File: src/rtl/mem.sv
// -----------------------------------------------------------------------------
// mem -- memory-access stage of the 5-stage MIPS pipeline.
//
// Accepts one instruction per handshake from EX (ex_valid & mem_ready). ALU
// results pass straight through to the MEM/WB register. Loads and stores are
// issued on an SRAM-like bus with separate address and data acknowledges. Load
// data is aligned and extended here. Misaligned halfword and word accesses never
// reach the bus; they complete as an address-error result instead.
//
// Ports
//   clk, rst          pipeline clock, synchronous active-high reset
//   ex_valid          EX presents an instruction
//   ex_wd/ex_reg      destination register and its write enable
//   ex_wdata          ALU result, used by non-memory ops
//   ex_memop          0 none, 1 LB, 2 LBU, 3 LH, 4 LHU, 5 LW, 6 SB, 7 SH, 8 SW
//                     (9..15 behave as none)
//   ex_addr/ex_sdata  effective address and store source value
//   mem_ready         1 only while IDLE; upstream stalls otherwise
//   data_*            bus: req/wr/size/addr/wdata out, addr_ok/data_ok/rdata in
//   mem_valid         one-cycle pulse per completed instruction
//   mem_wd/mem_reg    destination and write enable to WB (0 when not valid)
//   mem_wdata         write-back data (holds its value between pulses)
//   mem_excp          address-error flag, qualified by mem_valid
// -----------------------------------------------------------------------------
module mem (
  input  logic        clk,
  input  logic        rst,
  // EX side
  input  logic        ex_valid,
  input  logic [4:0]  ex_wd,
  input  logic        ex_reg,
  input  logic [31:0] ex_wdata,
  input  logic [3:0]  ex_memop,
  input  logic [31:0] ex_addr,
  input  logic [31:0] ex_sdata,
  output logic        mem_ready,
  // data bus
  output logic        data_req,
  output logic        data_wr,
  output logic [1:0]  data_size,
  output logic [31:0] data_addr,
  output logic [31:0] data_wdata,
  input  logic        data_addr_ok,
  input  logic        data_data_ok,
  input  logic [31:0] data_rdata,
  // WB side
  output logic        mem_valid,
  output logic [4:0]  mem_wd,
  output logic        mem_reg,
  output logic [31:0] mem_wdata,
  output logic        mem_excp
);

  localparam logic [3:0] OP_LB  = 4'd1;
  localparam logic [3:0] OP_LBU = 4'd2;
  localparam logic [3:0] OP_LH  = 4'd3;
  localparam logic [3:0] OP_LHU = 4'd4;
  localparam logic [3:0] OP_LW  = 4'd5;
  localparam logic [3:0] OP_SB  = 4'd6;
  localparam logic [3:0] OP_SH  = 4'd7;
  localparam logic [3:0] OP_SW  = 4'd8;

  localparam logic [1:0] SIZE_BYTE = 2'd0;
  localparam logic [1:0] SIZE_HALF = 2'd1;
  localparam logic [1:0] SIZE_WORD = 2'd2;

  typedef enum logic [1:0] {
    ST_IDLE = 2'd0,
    ST_REQ  = 2'd1,
    ST_WAIT = 2'd2
  } state_t;

  // ---------------------------------------------------------------------------
  // Op decode helpers
  // ---------------------------------------------------------------------------
  function automatic logic op_is_mem(input logic [3:0] op);
    return (op >= OP_LB) && (op <= OP_SW);
  endfunction

  function automatic logic op_is_store(input logic [3:0] op);
    return (op == OP_SB) || (op == OP_SH) || (op == OP_SW);
  endfunction

  function automatic logic [1:0] op_size(input logic [3:0] op);
    logic [1:0] sz;
    case (op)
      OP_LH, OP_LHU, OP_SH: sz = SIZE_HALF;
      OP_LW, OP_SW:         sz = SIZE_WORD;
      default:              sz = SIZE_BYTE;
    endcase
    return sz;
  endfunction

  // ---------------------------------------------------------------------------
  // State and latched instruction
  // ---------------------------------------------------------------------------
  state_t      state_q, state_d;
  logic [4:0]  wd_q;
  logic        reg_q;
  logic [3:0]  op_q;
  logic [31:0] addr_q;
  logic [31:0] sdata_q;

  logic        transfer;
  logic        ex_is_mem;
  logic [1:0]  ex_size;
  logic        ex_misaligned;
  logic        complete;

  assign mem_ready = (state_q == ST_IDLE);
  assign transfer  = ex_valid & mem_ready;
  assign ex_is_mem = op_is_mem(ex_memop);
  assign ex_size   = op_size(ex_memop);

  always_comb begin
    ex_misaligned = 1'b0;
    if (ex_is_mem) begin
      case (ex_size)
        SIZE_HALF: ex_misaligned = ex_addr[0];
        SIZE_WORD: ex_misaligned = (ex_addr[1:0] != 2'b00);
        default:   ex_misaligned = 1'b0;
      endcase
    end
  end

  // A data_ok only counts once the address phase has been accepted, either in
  // WAIT or in the same cycle as addr_ok while in REQ.
  assign complete = ((state_q == ST_REQ) && data_addr_ok && data_data_ok) ||
                    ((state_q == ST_WAIT) && data_data_ok);

  // State register
  always_ff @(posedge clk) begin
    if (rst) begin
      state_q <= ST_IDLE;
    end else begin
      state_q <= state_d;
    end
  end

  // Next-state logic
  always_comb begin
    state_d = state_q;
    unique case (state_q)
      ST_IDLE: begin
        if (transfer && ex_is_mem && !ex_misaligned) begin
          state_d = ST_REQ;
        end
      end
      ST_REQ: begin
        if (data_addr_ok) begin
          state_d = data_data_ok ? ST_IDLE : ST_WAIT;
        end
      end
      ST_WAIT: begin
        if (data_data_ok) begin
          state_d = ST_IDLE;
        end
      end
      default: state_d = ST_IDLE;
    endcase
  end

  // Instruction latch: captured only when a memory op is accepted, so the bus
  // fields stay stable for the whole REQ/WAIT sequence.
  always_ff @(posedge clk) begin
    if (rst) begin
      wd_q    <= '0;
      reg_q   <= 1'b0;
      op_q    <= '0;
      addr_q  <= '0;
      sdata_q <= '0;
    end else if (transfer && ex_is_mem) begin
      wd_q    <= ex_wd;
      reg_q   <= ex_reg;
      op_q    <= ex_memop;
      addr_q  <= ex_addr;
      sdata_q <= ex_sdata;
    end
  end

  // ---------------------------------------------------------------------------
  // Bus outputs (output process of the FSM); all zero outside REQ
  // ---------------------------------------------------------------------------
  logic [31:0] store_lanes;

  always_comb begin
    case (op_q)
      OP_SB:   store_lanes = {4{sdata_q[7:0]}};
      OP_SH:   store_lanes = {2{sdata_q[15:0]}};
      default: store_lanes = sdata_q;
    endcase
  end

  always_comb begin
    data_req   = 1'b0;
    data_wr    = 1'b0;
    data_size  = 2'd0;
    data_addr  = '0;
    data_wdata = '0;
    if (state_q == ST_REQ) begin
      data_req   = 1'b1;
      data_wr    = op_is_store(op_q);
      data_size  = op_size(op_q);
      data_addr  = addr_q;
      data_wdata = op_is_store(op_q) ? store_lanes : 32'd0;
    end
  end

  // ---------------------------------------------------------------------------
  // Load alignment: little-endian byte lanes of the returned word
  // ---------------------------------------------------------------------------
  logic [7:0]  rdata_byte [4];
  logic [7:0]  load_byte;
  logic [15:0] load_half;
  logic [31:0] load_data;

  generate
    for (genvar gi = 0; gi < 4; gi++) begin : g_lane
      assign rdata_byte[gi] = data_rdata[8*gi +: 8];
    end
  endgenerate

  assign load_byte = rdata_byte[addr_q[1:0]];
  assign load_half = addr_q[1] ? data_rdata[31:16] : data_rdata[15:0];

  always_comb begin
    case (op_q)
      OP_LB:   load_data = {{24{load_byte[7]}}, load_byte};
      OP_LBU:  load_data = {24'd0, load_byte};
      OP_LH:   load_data = {{16{load_half[15]}}, load_half};
      OP_LHU:  load_data = {16'd0, load_half};
      OP_LW:   load_data = data_rdata;
      default: load_data = 32'd0;
    endcase
  end

  // ---------------------------------------------------------------------------
  // MEM/WB result register
  // ---------------------------------------------------------------------------
  logic        mem_valid_q, mem_valid_d;
  logic [4:0]  mem_wd_q,    mem_wd_d;
  logic        mem_reg_q,   mem_reg_d;
  logic [31:0] mem_wdata_q, mem_wdata_d;
  logic        mem_excp_q,  mem_excp_d;

  always_comb begin
    // Side-band fields drop to zero between pulses; the data field holds.
    mem_valid_d = 1'b0;
    mem_wd_d    = '0;
    mem_reg_d   = 1'b0;
    mem_excp_d  = 1'b0;
    mem_wdata_d = mem_wdata_q;
    if (transfer && !ex_is_mem) begin
      mem_valid_d = 1'b1;
      mem_wd_d    = ex_wd;
      mem_reg_d   = ex_reg;
      mem_wdata_d = ex_wdata;
    end else if (transfer && ex_misaligned) begin
      // Bad address is reported in the data field for the exception handler.
      mem_valid_d = 1'b1;
      mem_wd_d    = ex_wd;
      mem_excp_d  = 1'b1;
      mem_wdata_d = ex_addr;
    end else if (complete) begin
      mem_valid_d = 1'b1;
      mem_wd_d    = wd_q;
      mem_reg_d   = reg_q;
      mem_wdata_d = op_is_store(op_q) ? 32'd0 : load_data;
    end
  end

  always_ff @(posedge clk) begin
    if (rst) begin
      mem_valid_q <= 1'b0;
      mem_wd_q    <= '0;
      mem_reg_q   <= 1'b0;
      mem_wdata_q <= '0;
      mem_excp_q  <= 1'b0;
    end else begin
      mem_valid_q <= mem_valid_d;
      mem_wd_q    <= mem_wd_d;
      mem_reg_q   <= mem_reg_d;
      mem_wdata_q <= mem_wdata_d;
      mem_excp_q  <= mem_excp_d;
    end
  end

  assign mem_valid = mem_valid_q;
  assign mem_wd    = mem_wd_q;
  assign mem_reg   = mem_reg_q;
  assign mem_wdata = mem_wdata_q;
  assign mem_excp  = mem_excp_q;

endmodule

File: config.mk
export PLATFORM = sky130hd
export DESIGN_NAME = mem
export DESIGN_NICKNAME = d
export VERILOG_FILES = /design/src/rtl/mem.sv
export SDC_FILE = /design/constraint.sdc
export NUM_CORES = 1
export LEC_CHECK = 0
export ABC_AREA = 0
export BUFFER_PORTS_ARGS = -buffer_cell sky130_fd_sc_hd__buf_2
export CORE_ASPECT_RATIO = 0.75
export CORE_UTILIZATION = 53
export CTS_CLUSTER_SIZE = 20
export DETAILED_ROUTE_END_ITERATION = 10
export GPL_TIMING_DRIVEN = 0
export PLACE_DENSITY_LB_ADDON = 0.1
export SYNTH_ARGS = -nofsm -noshare
export SYNTH_HDL_FRONTEND = slang
export SYNTH_SLANG_ARGS = --single-unit
File: constraint.sdc
create_clock -name clk -period 7.15 [get_ports clk]
set_input_delay 1.43 -clock clk [delete_from_list [all_inputs] [get_ports clk]]
set_output_delay 1.43 -clock clk [all_outputs]
set_load 0.02 [all_outputs]
# Word level (Yosys, flattened, before mapping)
# Cells that the tools add are included.
[word_totals]
register_bits = 116
[op_classes]
mux = 35
bitwise_logic = 2
magnitude_cmp = 3
eq_ne = 20
n_reduce_logical = 22
[op_table]
columns = ["op", "count"]
rows = [
  ["2-to-1 mux 32 bit", 7],
  ["one-hot mux 32 bit (5 select lines)", 1],
  ["one-hot mux 32 bit (2 select lines)", 1],
  ["equality test 4 x 3 -> 1 bit (second input constant)", 7],
  ["binary-select mux 8 bit (select 2 bit)", 1],
  ["2-to-1 mux 16 bit", 1],
  ["2-to-1 mux 8 bit", 2],
  ["2-to-1 mux 5 bit", 3],
  ["equality test 4 x 2 -> 1 bit (second input constant)", 3],
  ["2-to-1 mux 1 bit", 10],
  ["2-to-1 mux 2 bit", 5],
  ["equality test 4 bit (second input constant)", 2],
  ["logical AND 1 bit", 8],
  ["one-hot mux 2 bit (2 select lines)", 2],
  ["one-hot mux 2 bit (3 select lines)", 1],
  ["OR reduction 2 bit", 3],
  ["OR reduction 3 bit", 2],
  ["equality test 2 x 1 -> 1 bit (second input constant)", 2],
  ["equality test 2 bit (second input constant)", 2],
  ["equality test 4 x 1 -> 1 bit (second input constant)", 1],
  ["greater-or-equal comparator 4 x 1 -> 1 bit (second input constant)", 1],
  ["<= comparator 4 bit (second input constant)", 1],
  ["inequality test 2 bit (second input constant)", 2],
  ["greater-or-equal comparator 3 bit (second input constant)", 1],
  ["other kinds (10)", 13],
]

# Logic depth before layout (Yosys ltp)
# Gate-level depths: netlist of run 1.
[logic_depth]
ltp_word = 10
depth_mapped = 13
ltp_nobuf = 11

# Least setup slack after synthesis of run 1
# OpenSTA, ideal clock, no wires.
[synth_path]
path_kind = "in2reg"
startpoint = "in ex_memop[2]"
endpoint = "reg mem_wdata_q[4], in the netlist mem_wdata[4]"
n_path_buf = 2
cell_stages = 12
path_slack_ns = 3.491
arrival_ns = 3.541
t_required_ns = 7.033
cell_sequence = "clkbuf_1 nand3b_1 a21oi_1 inv_1 ha_1 o21ai_0 a21oi_2 a211oi_1 or2_1 buf_6 clkinv_1 a32o_1"
[synth_via]
elab_chain_cells = 9
word_cells_on_any_way = 21
classes_between = "order compare (2); eq/ne (7); mux (5); reduce/logical (7)"
[synth_rtl]
columns = ["item", "line_no", "text"]
rows = [
  ["from (decl)", "33", "input logic [3:0] ex_memop,"],
  ["equality test 4 x 2 -> 1 bit (tied with other cells)", "86", "case (op)"],
  ["OR reduction 3 bit / OR reduction 2 bit (equally long branches)", "86", ""],
  ["one-hot mux 2 bit (2 select lines)", "86", ""],
  ["equality test 2 bit / equality test 2 x 1 -> 1 bit (equally long branches)", "118", "case (ex_size)"],
  ["one-hot mux 1 bit (2 select lines)", "118", ""],
  ["2-to-1 mux 1 bit", "117", "if (ex_is_mem) begin"],
  ["logical AND 1 bit", "258", "end else if (transfer && ex_misaligned) begin"],
  ["2-to-1 mux 32 bit", "258", ""],
  ["2-to-1 mux 32 bit", "253", "if (transfer && !ex_is_mem) begin"],
  ["to (signal assigned)", "283", "mem_wdata_q <= mem_wdata_d;"],
  ["to (decl)", "243", "logic [31:0] mem_wdata_q, mem_wdata_d;"],
]
# Parallel ways exist; a longest one is shown, timed or not.
# A chain may end at the register's enable or synchronous reset.

# Worst setup path in the final report of run 1
[layout_path]
startpoint = "reg op_q[3]"
endpoint = "out data_wdata[16]"
[layout_via]
elab_chain_cells = 5
word_cells_on_any_way = 8
classes_between = "eq/ne (3); mux (3); reduce/logical (2)"
[layout_rtl]
columns = ["item", "line_no", "text"]
rows = [
  ["from (decl)", "100", "logic [3:0] op_q;"],
  ["from (signal assigned)", "175", "op_q <= ex_memop;"],
  ["parallel branches: the longest is 3 deep, another holds one-hot mux 32 bit (2 select lines)", "-", ""],
  ["2-to-1 mux 32 bit *", "205", "data_wdata = op_is_store(op_q) ? store_lanes : 32'd0;"],
  ["2-to-1 mux 32 bit *", "200", "if (state_q == ST_REQ) begin"],
  ["to (decl)", "42", "output logic [31:0] data_wdata,"],
]
# Every way passes the cells marked *.

==> metrics.md, run 1 <==
| Metric | Value |
|---|---|
| Fraction of synthesis flops using an asynchronous set or reset pin | `0%` |
| Syn Std Cell Area | `6410 sq um` |
| Critical setup path kind | `register to output port` |
| Power share of the clock group | `48.1%` |
| Post-route DRC violation count | `0` |
| Initial detailed-routing violation count | `626` |
| Minimum setup slack in the final design | `3.11 ns` |
| Total power of the final layout | `1.97 mW` |
| Util after Layout | `72.7%` |
| Final setup TNS | `0 ns` |
| CTS tree | `done` |
| Warnings from Yosys | `0` |
| Hold_ws | `0.450 ns` |
| CTS Buf Count | `17` |
| Std cell rows | `34` |
| CP max stage delay | `0.42 ns` |
| Die width | `129 microns` |
| Count of state elements after synthesis | `116` |
| Worst path most repeated cell | `sky130_fd_sc_hd__clkbuf_1` |
| Std-Cell Core Area | `11700 sq um` |
| Library cell used as clock root buffer | `sky130_fd_sc_hd__clkbuf_16` |
| Number of antenna violations at the first check in global routing | `0` |
| Most used DFF post-synth | `sky130_fd_sc_hd__dfxtp_1` |
| Library cell contributing the largest single delay on the critical path | `sky130_fd_sc_hd__dfxtp_1` |
| Antenna diode count | `0` |
| Wire length of the first global-routing pass | `33.7 mm` |
| Max frequency | `0.248 GHz` |
| Maximum resistive drop on vdd | `194 uV` |
| Final setup violation count | `0` |
| Total track usage | `35.1%` |
| Worst hold path cell count | `2` |
| Routability congestion estimate from global placement | `0.984` |
| Count of vias placed by the detailed router | `7406` |
| Final clock period utilization by the worst path | `56.5%` |
| Final net count | `1264` |
| Number of max-capacitance violations reported | `0` |
| Via density per instance | `5.72` |
| Total power density per cell area | `231 nW/um^2` |
| Buffer and inverter count on the worst path | `4` |
| Sinks on the clock net | `116` |
| Depth of the most critical reg-to-reg path | `8` |
| Required @ worst endpoint | `5.72 ns` |
| CTS clock-pin slew for the worst setup and hold paths | `0.05 ns` |
| Area growth from synthesis to layout | `32.6%` |
| Number of H-tree levels | `4` |
| Critical path depth | `8` |
| Sequential fraction of design power | `35.6%` |
| Number of buffers on the longest clock path | `2` |
| Overflow left after global routing | `0` |
| Arrival time of the worst setup path | `2.61 ns` |
| Starting utilization of the core area | `54.8%` |
| Final Hold Viols | `0` |
| Largest net degree at the start of global routing | `17` |
| Worst path top cell family by delay | `buffers and inverters` |
| Ratio of cells with drive above 1 in the final layout | `30.8%` |
| RSZ-0062 raised after global routing | `no` |
| Clock network latency to the later pin of the worst-skew pair | `0.43 ns` |
| Number of flops mapped to enable cells by yosys | `0` |
| Mapped Avg Cell Area | `7.51 sq um` |
| Total wirelength of the detailed-routed design | `22.1 mm` |
| Status | `finished clean` |
| Path category of the worst min-delay check | `register to register` |
| Worst Tran Pin Value | `1.05 ns` |
| Number of global-route vias before repair | `6609` |
| Sum of net half-perimeters after detailed placement | `16.5 mm` |
| Die outline area | `12500 sq um` |
| Post-place setup slack | `2.89 ns` |
| Critical-path cell list | `and3b_1, clkbuf_1, a31oi_1, nand2b_1, clkbuf_1, clkbuf_1, a21oi_1, buf_2` |
| Post-route ant nets | `0` |
| Number of different library cells in the post-synthesis netlist | `57` |
| Port-buffer cells | `247` |
| Number of top-level design ports | `252` |
| Switching share of total power | `27.2%` |
| Part of the power in combinational logic | `16.4%` |
| Chip Height | `97.2 microns` |
| Worst slew slack as a fraction of its limit | `29.6%` |
| Setup skew after layout | `0.00668 ns` |
| Fin. max-slew vios | `0` |
| Crit path launch type | `register` |
| Leakage power | `3.65 nW` |
| Fraction of the yosys area taken by sequential cells | `36.2%` |
| Resized Gates After CTS | `0` |
| Number of nets produced by synthesis | `998` |
| Buffers inserted by post-CTS timing repair | `0` |
| TritonRoute pass-1 iters | `6` |
| Maximum fanout count along the critical path | `10` |
| Kind of capture point of the worst setup path | `output port` |
| # hold bufs at CTS | `0` |
| Gate count after technology mapping | `853` |
| Final period demand of the worst path | `4.04 ns` |
| Average routed wire per standard cell | `17.1 microns` |
| Switching pwr | `0.536 mW` |
| Cell Int Power | `1.43 mW` |
## layout by cell type (no fill, tap or decap), types with 2 or more instances in the layout
cell type / instances
sky130_fd_sc_hd__buf_1: 8
sky130_fd_sc_hd__a22oi_1: 6
sky130_fd_sc_hd__a222oi_1: 7
sky130_fd_sc_hd__and2_1: 47
sky130_fd_sc_hd__a221oi_1: 7
sky130_fd_sc_hd__clkinvlp_4: 2
sky130_fd_sc_hd__ha_1: 2
sky130_fd_sc_hd__buf_2: 267
sky130_fd_sc_hd__buf_6: 4
sky130_fd_sc_hd__a21o_1: 3
sky130_fd_sc_hd__nand3b_1: 2
sky130_fd_sc_hd__o22a_1: 7
sky130_fd_sc_hd__buf_4: 3
sky130_fd_sc_hd__bufinv_16: 5
sky130_fd_sc_hd__o31ai_1: 4
sky130_fd_sc_hd__o22ai_1: 8
sky130_fd_sc_hd__a21oi_1: 126
sky130_fd_sc_hd__mux2_2: 15
sky130_fd_sc_hd__o21ai_1: 2
sky130_fd_sc_hd__a21oi_2: 2
sky130_fd_sc_hd__o21ai_0: 22
sky130_fd_sc_hd__a2bb2oi_1: 18
sky130_fd_sc_hd__nand2_1: 230
sky130_fd_sc_hd__o31ai_2: 21
sky130_fd_sc_hd__clkinv_4: 3
sky130_fd_sc_hd__nand2b_1: 11
sky130_fd_sc_hd__nor3_1: 6
sky130_fd_sc_hd__a32o_1: 8
sky130_fd_sc_hd__mux2i_1: 10
sky130_fd_sc_hd__nor2b_1: 2
sky130_fd_sc_hd__nor2_1: 53
sky130_fd_sc_hd__clkbuf_16: 17
sky130_fd_sc_hd__a211oi_1: 12
sky130_fd_sc_hd__dfxtp_1: 116
sky130_fd_sc_hd__inv_1: 5
sky130_fd_sc_hd__o21bai_1: 2
sky130_fd_sc_hd__clkbuf_1: 43
## path summary, 6_finish.rpt
path	startpoint	to	slack, ns
worst min register to register	addr_q[13]	addr_q[13]	0.45
worst max-delay path	op_q[3]	data_wdata[16]	3.11
worst min-delay path	addr_q[13]	addr_q[13]	0.45
worst max register to register	state_q[0]	mem_wdata[13]	4.64
## cell families (layout without fill, tap and decap cells)
group                    Yosys count  count (layout)  synth area share [%]
AO/OA/AOI/OAI                    263             263                  28.2
XOR/XNOR                           1               1                 0.137
adder cells (fa/ha/maj)            2               2                 0.390
buffers and inverters             81             360                  5.78
flip-flops                       116             116                  36.2
multiplexers                      25              25                  4.20
AND/OR/NAND/NOR                  365             365                  25.1
## cells in the mapped netlist, drive strengths merged, types with 3 or more instances
cell type / instances / area, sq um
a21o: 3 / 22.5
nand2b: 11 / 68.8
nor2: 53 / 199
a211oi: 12 / 90.1
o31ai: 25 / 293
a21oi: 128 / 648
mux2: 15 / 169
inv: 5 / 18.8
o22a: 7 / 61.3
o22ai: 8 / 50.1
a22oi: 6 / 45.0
a221oi: 7 / 61.3
o21ai: 24 / 120
clkbuf: 40 / 150
and2: 47 / 294
buf: 35 / 198
a2bb2oi: 18 / 158
dfxtp: 116 / 2320
nand2: 230 / 863
mux2i: 10 / 100
a222oi: 7 / 70.1
nor3: 6 / 30.0
a32o: 8 / 80.1
## per-layer routing
| layer | vias to the layer above | global-route usage, % | wire length (microns) |
|---|---|---|---|
| met5 | - | 0 | 0 |
| met4 | 0 | 12.9 | 546 |
| met3 | 49 | 9.47 | 2550 |
| met2 | 433 | 50.0 | 9260 |
| met1 | 3426 | 50.1 | 9760 |
| li1 | 3498 | - | - |
## area by class of cell
type	instances	area (sq um)
buffer	75	348
clock buffer	21	450
clock inverter	11	200
fill	1004	3200
inverter	6	22.5
multi-input combinational	656	3720
sequential	116	2320
tap	162	203
timing repair buffer	247	1240
## power by group through the flow
stage / clock (mW) / combinational [mW] / sequential (mW)
final: 0.945 / 0.322 / 0.700
after floorplan: 0 / 0.187 / 0.720
after global placement: 0 / 0.308 / 0.712
after CTS: 0.944 / 0.315 / 0.699
after detailed placement: 0 / 0.312 / 0.713
after global routing: 0.973 / 0.349 / 0.703
## through the flow
| step | instances | instance area [sq um] |
|---|---|---|
| 2_1_floorplan | 853 | 6410 |
| 3_3_place_gp | 1262 | 7850 |
| 3_5_place_dp | 1262 | 7850 |
| 4_1_cts | 1294 | 8500 |
| 5_1_grt | 1294 | 8500 |
| 6_report | 1294 | 8500 |
## worst reg2reg max path: cells and delay by family, from the launching register on
family,cells,cell delay (ns)
AO/OA/AOI/OAI,3,0.80
buffers and inverters,3,0.89
flip-flops,1,0.44
AND/OR/NAND/NOR,2,0.30
No activity file was read; power rests on OpenSTA's default activity.
==> run 2: changes to the inputs <==
--- a/config.mk
+++ b/config.mk
@@ -8,7 +8,7 @@
 export ABC_AREA = 0
 export BUFFER_PORTS_ARGS = -buffer_cell sky130_fd_sc_hd__buf_2
 export CORE_ASPECT_RATIO = 0.75
-export CORE_UTILIZATION = 53
+export CORE_UTILIZATION = 49
 export CTS_CLUSTER_SIZE = 20
 export DETAILED_ROUTE_END_ITERATION = 10
 export GPL_TIMING_DRIVEN = 0
==> constraint.sdc (replaced) <==
create_clock -name clk -period 4.2 [get_ports clk]
set_input_delay 0.84 -clock clk [delete_from_list [all_inputs] [get_ports clk]]
set_output_delay 0.84 -clock clk [all_outputs]
set_load 0.02 [all_outputs]
==> metrics.md, run 2 (synthesis results as in run 1) <==
| Metric | Value |
|---|---|
| Fin. max-slew vios | `0` |
| Path category of the worst min-delay check | `register to register` |
| Final period demand of the worst path | `3.47 ns` |
| Std cell rows | `35` |
| Total wirelength of the detailed-routed design | `22.3 mm` |
| Kind of capture point of the worst setup path | `output port` |
| Total power density per cell area | `365 nW/um^2` |
| Leading cell type in the layout, fill and taps excluded | `sky130_fd_sc_hd__buf_2` |
| Routability congestion estimate from global placement | `0.903` |
| Arrival time of the worst setup path | `2.63 ns` |
| Area growth from synthesis to layout | `30.8%` |
| TritonRoute pass-1 iters | `7` |
| Max frequency | `0.288 GHz` |
| Post-place setup slack | `0.526 ns` |
| Minimum setup slack in the final design | `0.725 ns` |
| Worst reg2reg path startpoint | `state_q[1]` |
| Leakage power | `3.60 nW` |
| Number of cells after detailed placement | `1266` |
| Maximum fanout count along the critical path | `10` |
| Status | `finished clean` |
| Die outline area | `13500 sq um` |
| Number of buffers on the longest clock path | `2` |
| RSZ-0062 raised after global routing | `no` |
| Reg-to-reg critical path endpoint | `mem_wdata[11]` |
| CTS tree | `done` |
| Resized Gates After CTS | `0` |
| Std-Cell Core Area | `12500 sq um` |
| # hold bufs at CTS | `0` |
| Wire length of the first global-routing pass | `34.3 mm` |
| Sum of net half-perimeters after detailed placement | `17.1 mm` |
| Die width | `134 microns` |
| Initial detailed-routing violation count | `691` |
| DRT met1 WL | `10.1 mm` |
| Final Hold Viols | `0` |
| Average routed wire per standard cell | `17.2 microns` |
| Number of max-capacitance violations reported | `0` |
| Setup skew after layout | `0.0102 ns` |
| Met2 wire len | `9.34 mm` |
| Number of top-level design ports | `252` |
| Port-buffer cells | `247` |
| Min-Delay Endpoint | `addr_q[21]` |
| Worst slew slack as a fraction of its limit | `27.7%` |
| Clock network latency to the later pin of the worst-skew pair | `0.41 ns` |
| Depth of the most critical reg-to-reg path | `8` |
| Final setup violation count | `0` |
| Ratio of cells with drive above 1 in the final layout | `30.8%` |
| CTS clock-pin slew for the worst setup and hold paths | `0.05 ns` |
| Util after Layout | `67.0%` |
| Worst Tran Pin Value | `1.08 ns` |
| Number of H-tree levels | `4` |
| Buffers inserted by post-CTS timing repair | `0` |
| Hold Path Origin | `addr_q[21]` |
| Total track usage | `32.9%` |
| Post-route ant nets | `0` |
| Antenna diode count | `0` |
| Critical setup path kind | `register to output port` |
| Post-route non-filler standard cell count | `1296` |
| Final setup TNS | `0 ns` |
| Via density per instance | `5.63` |
| Final net count | `1264` |
| Number of global-route vias before repair | `6519` |
| CTS Buf Count | `17` |
| Commonest cells after routing, fill and taps aside | `sky130_fd_sc_hd__buf_2 (267), sky130_fd_sc_hd__nand2_1 (230), sky130_fd_sc_hd__a21oi_1 (126)` |
| Required @ worst endpoint | `3.36 ns` |
| Uppermost metal layer occupied by signal nets | `met4` |
| Overflow left after global routing | `0` |
| Setup slack of the worst register-to-register path | `1.70 ns` |
| Routed length on met3 | `2.46 mm` |
| Number of antenna violations at the first check in global routing | `0` |
| Largest net degree at the start of global routing | `17` |
| Crit path launch type | `register` |
| Sinks on the clock net | `116` |
| Worst hold path cell count | `2` |
| Chip Height | `101 microns` |
| Maximum resistive drop on vdd | `293 uV` |
| Post-route DRC violation count | `0` |
| Starting utilization of the core area | `51.2%` |
| Final clock period utilization by the worst path | `82.7%` |
| Library cell used as clock root buffer | `sky130_fd_sc_hd__clkbuf_16` |
| Count of vias placed by the detailed router | `7300` |
[run 2: changes by cell type in the layout (fill, tap and decap cells not counted), sizes merged]
cell | previous run | this run
bufinv | 5 | 1
clkinv | 4 | 7
clkbuf | 61 | 60
clkinvlp | 2 | 3
inv | 6 | 5
[run 2: report_power, final]
part | leakage [nW] | internal [mW] | switching [mW]
combinational | 2.40 | 0.207 | 0.339
clock | 0.257 | 0.816 | 0.509
sequential | 0.945 | 1.16 | 0.0340
[run 2: metal layers]
layer,vias up,global-route usage (%)
li1,3500,-
met1,3393,48.0
met2,384,47.6
met3,23,7.99
met4,0,9.08
met5,-,0
[run 2: worst max path at each step]
| stage | start | to | slack, ns | cells after the start |
|---|---|---|---|---|
| after CTS | op_q[1] | data_wdata[28] | 0.79 | 9 |
| after detailed placement | ex_memop[2] | mem_wdata[11] | 0.53 | 11 |
| after floorplan | ex_memop[2] | mem_wdata[4] | 1.13 | 12 |
| final | op_q[1] | data_wdata[28] | 0.73 | 9 |
| after global routing | op_q[1] | data_wdata[27] | 0.57 | 9 |
| after global placement | ex_memop[2] | mem_wdata[27] | 0.60 | 11 |
[run 2: stage by stage]
| stage | instance area, sq um | power [mW] | hold slack, ns |
|---|---|---|---|
| floorplan | 6410 | 1.54 | 0.432 |
| global placement | 7850 | 1.74 | 0.437 |
| detailed placement | 7850 | 1.75 | 0.443 |
| CTS | 8390 | 3.06 | 0.451 |
| global route | 8390 | 3.18 | 0.465 |
| finish | 8390 | 3.06 | 0.450 |
[run 2: cell type report]
class / instances / area, sq um
inverter: 6 / 22.5
buffer: 75 / 348
timing repair buffer: 247 / 1240
clock buffer: 20 / 447
tap: 166 / 208
clock inverter: 10 / 86.3
fill: 1170 / 4140
multi-input combinational: 656 / 3720
sequential: 116 / 2320
[run 2: critical path: stages (launching register included)]
cell and delay (ns):
sky130_fd_sc_hd__dfxtp_1 0.29, sky130_fd_sc_hd__buf_2 0.16, sky130_fd_sc_hd__and3b_1 0.17, sky130_fd_sc_hd__clkbuf_1 0.19
sky130_fd_sc_hd__a31oi_1 0.28, sky130_fd_sc_hd__nand2b_1 0.15, sky130_fd_sc_hd__clkbuf_1 0.26, sky130_fd_sc_hd__clkbuf_1 0.43
sky130_fd_sc_hd__a211oi_1 0.11, sky130_fd_sc_hd__buf_2 0.19
==> run 3: changes to the inputs <==
--- a/config.mk
+++ b/config.mk
@@ -8,7 +8,7 @@
 export ABC_AREA = 0
 export BUFFER_PORTS_ARGS = -buffer_cell sky130_fd_sc_hd__buf_2
 export CORE_ASPECT_RATIO = 0.75
-export CORE_UTILIZATION = 49
+export CORE_UTILIZATION = 45
 export CTS_CLUSTER_SIZE = 20
 export DETAILED_ROUTE_END_ITERATION = 10
 export GPL_TIMING_DRIVEN = 0
==> constraint.sdc (replaced) <==
create_clock -name clk -period 3.1 [get_ports clk]
set_input_delay 0.62 -clock clk [delete_from_list [all_inputs] [get_ports clk]]
set_output_delay 0.62 -clock clk [all_outputs]
set_load 0.02 [all_outputs]
==> metrics.md, run 3 (synthesis results as in run 1) <==
| Metric | Value |
|---|---|
| Final period demand of the worst path | `2.97 ns` |
| Critical setup path kind | `register to output port` |
| Starting utilization of the core area | `46.5%` |
| FILL cells | `1356` |
| Sinks on the clock net | `116` |
| Commonest cells after routing, fill and taps aside | `sky130_fd_sc_hd__buf_2 (268), sky130_fd_sc_hd__nand2_1 (230), sky130_fd_sc_hd__a21oi_1 (126)` |
| Status | `finished clean` |
| Worst slew slack as a fraction of its limit | `28.9%` |
| Leakage power | `3.64 nW` |
| Count of vias placed by the detailed router | `7164` |
| CTS tree | `done` |
| Util after Layout | `61.3%` |
| Total power density per cell area | `512 nW/um^2` |
| Worst reg2reg path startpoint | `op_q[2]` |
| Die width | `140 microns` |
| Via density per instance | `5.49` |
| Hold Path Origin | `data_data_ok` |
| Total track usage | `30.6%` |
| Largest net degree at the start of global routing | `17` |
| Hold_ws | `0.420 ns` |
| Overflow left after global routing | `0` |
| Launch point of the worst path | `op_q[0]` |
| RSZ-0062 raised after global routing | `no` |
| Post-route ant nets | `0` |
| Std cell rows | `37` |
| Clock network latency to the later pin of the worst-skew pair | `0.42 ns` |
| Crit path launch type | `register` |
| Number of buffers on the longest clock path | `2` |
| Required @ worst endpoint | `2.48 ns` |
| Path category of the worst min-delay check | `input pin to register` |
| Minimum setup slack in the final design | `0.132 ns` |
| TritonRoute pass-1 iters | `7` |
| Final clock period utilization by the worst path | `95.7%` |
| Number of top-level design ports | `252` |
| Worst Tran Pin Value | `1.06 ns` |
| Wire length of the first global-routing pass | `34.8 mm` |
| Std-Cell Core Area | `13800 sq um` |
| Arrival time of the worst setup path | `2.35 ns` |
| Chip Height | `105 microns` |
| Number of max-capacitance violations reported | `0` |
| Setup skew after layout | `0.00938 ns` |
| Port-buffer cells | `247` |
| Antenna diode count | `0` |
| Maximum resistive drop on vdd | `381 uV` |
| Total power of the final layout | `4.33 mW` |
| Post-route DRC violation count | `0` |
| Setup slack of the worst register-to-register path | `0.66 ns` |
| Ratio of cells with drive above 1 in the final layout | `31.3%` |
| Sum of net half-perimeters after detailed placement | `17.3 mm` |
| Fin. max-slew vios | `0` |
| Post-place setup slack | `-0.336 ns` |
| Total wirelength of the detailed-routed design | `22.6 mm` |
| Final Hold Viols | `0` |
| Leading cell type in the layout, fill and taps excluded | `sky130_fd_sc_hd__buf_2` |
| Routability congestion estimate from global placement | `0.942` |
| Number of H-tree levels | `4` |
| Final net count | `1263` |
| Number of cells after detailed placement | `1275` |
| Maximum fanout count along the critical path | `10` |
| Initial detailed-routing violation count | `589` |
| Number of antenna violations at the first check in global routing | `0` |
| Library cell used as clock root buffer | `sky130_fd_sc_hd__clkbuf_16` |
| Area growth from synthesis to layout | `32.0%` |
| Die outline area | `14700 sq um` |
| Number of global-route vias before repair | `6530` |
| CTS clock-pin slew for the worst setup and hold paths | `0.05 ns` |
| CTS Buf Count | `17` |
| Average routed wire per standard cell | `17.4 microns` |
| Post-route non-filler standard cell count | `1304` |
| Kind of capture point of the worst setup path | `output port` |
| Final setup violation count | `0` |
| Max frequency | `0.337 GHz` |
[run 3: worst paths after layout]
| kind | depth (start not counted) | end |
|---|---|---|
| worst min-delay path | 2 | state_q[1] |
| worst min register to register | 2 | mem_wdata[7] |
| worst max-delay path | 6 | data_wdata[26] |
| worst max register to register | 6 | mem_wdata[4] |
[run 3: timing repair]
action | CTS | global route
setup buffers | 0 | 1
gates resized for setup | 2 | 5
pin swaps | 0 | 1
hold buffers | 0 | 0
setup endpoints to repair | 20 | 48
[run 3: power by group]
part	leakage (nW)	switching, mW	total (mW)	internal [mW]
clock network	0.281	0.707	1.98	1.27
registers	0.945	0.0454	1.61	1.57
logic	2.41	0.460	0.743	0.283
total	3.64	1.21	4.33	3.12
[run 3: stage by stage]
stage	setup TNS (ns)	area, sq um
after detailed placement	-8.43	7870
final	0	8460
after global routing	0	8460
after CTS	0	8440
after global placement	-6.61	7870
after floorplan	0	6410
[run 3: cell type report]
class                      count  area [sq um]  area share (%)
clock inverter                10           134            1.58
clock buffer                  20           447            5.28
inverter                       6          22.5           0.266
timing repair buffer         248          1240            14.7
buffer                        73           344            4.07
sequential                   116          2320            27.5
multi-input combinational    656          3730            44.1
tap                          175           219            2.59
[run 3: worst max-delay path, cell delays in order (launching register included)]
cell and delay (ns):
sky130_fd_sc_hd__dfxtp_1 0.32, sky130_fd_sc_hd__buf_2 0.18, sky130_fd_sc_hd__buf_4 0.22, sky130_fd_sc_hd__clkbuf_1 0.54, sky130_fd_sc_hd__mux2i_1 0.17, sky130_fd_sc_hd__a211oi_1 0.29
sky130_fd_sc_hd__buf_2 0.21
[run 3: routing by layer]
layer | GRT usage (%) | vias to the layer above | wire, microns
met1 | 45.2 | 3300 | 10900
li1 | - | 3492 | -
met2 | 42.8 | 337 | 9160
met5 | 0 | - | 0
met3 | 8.22 | 35 | 2170
met4 | 9.34 | 0 | 433
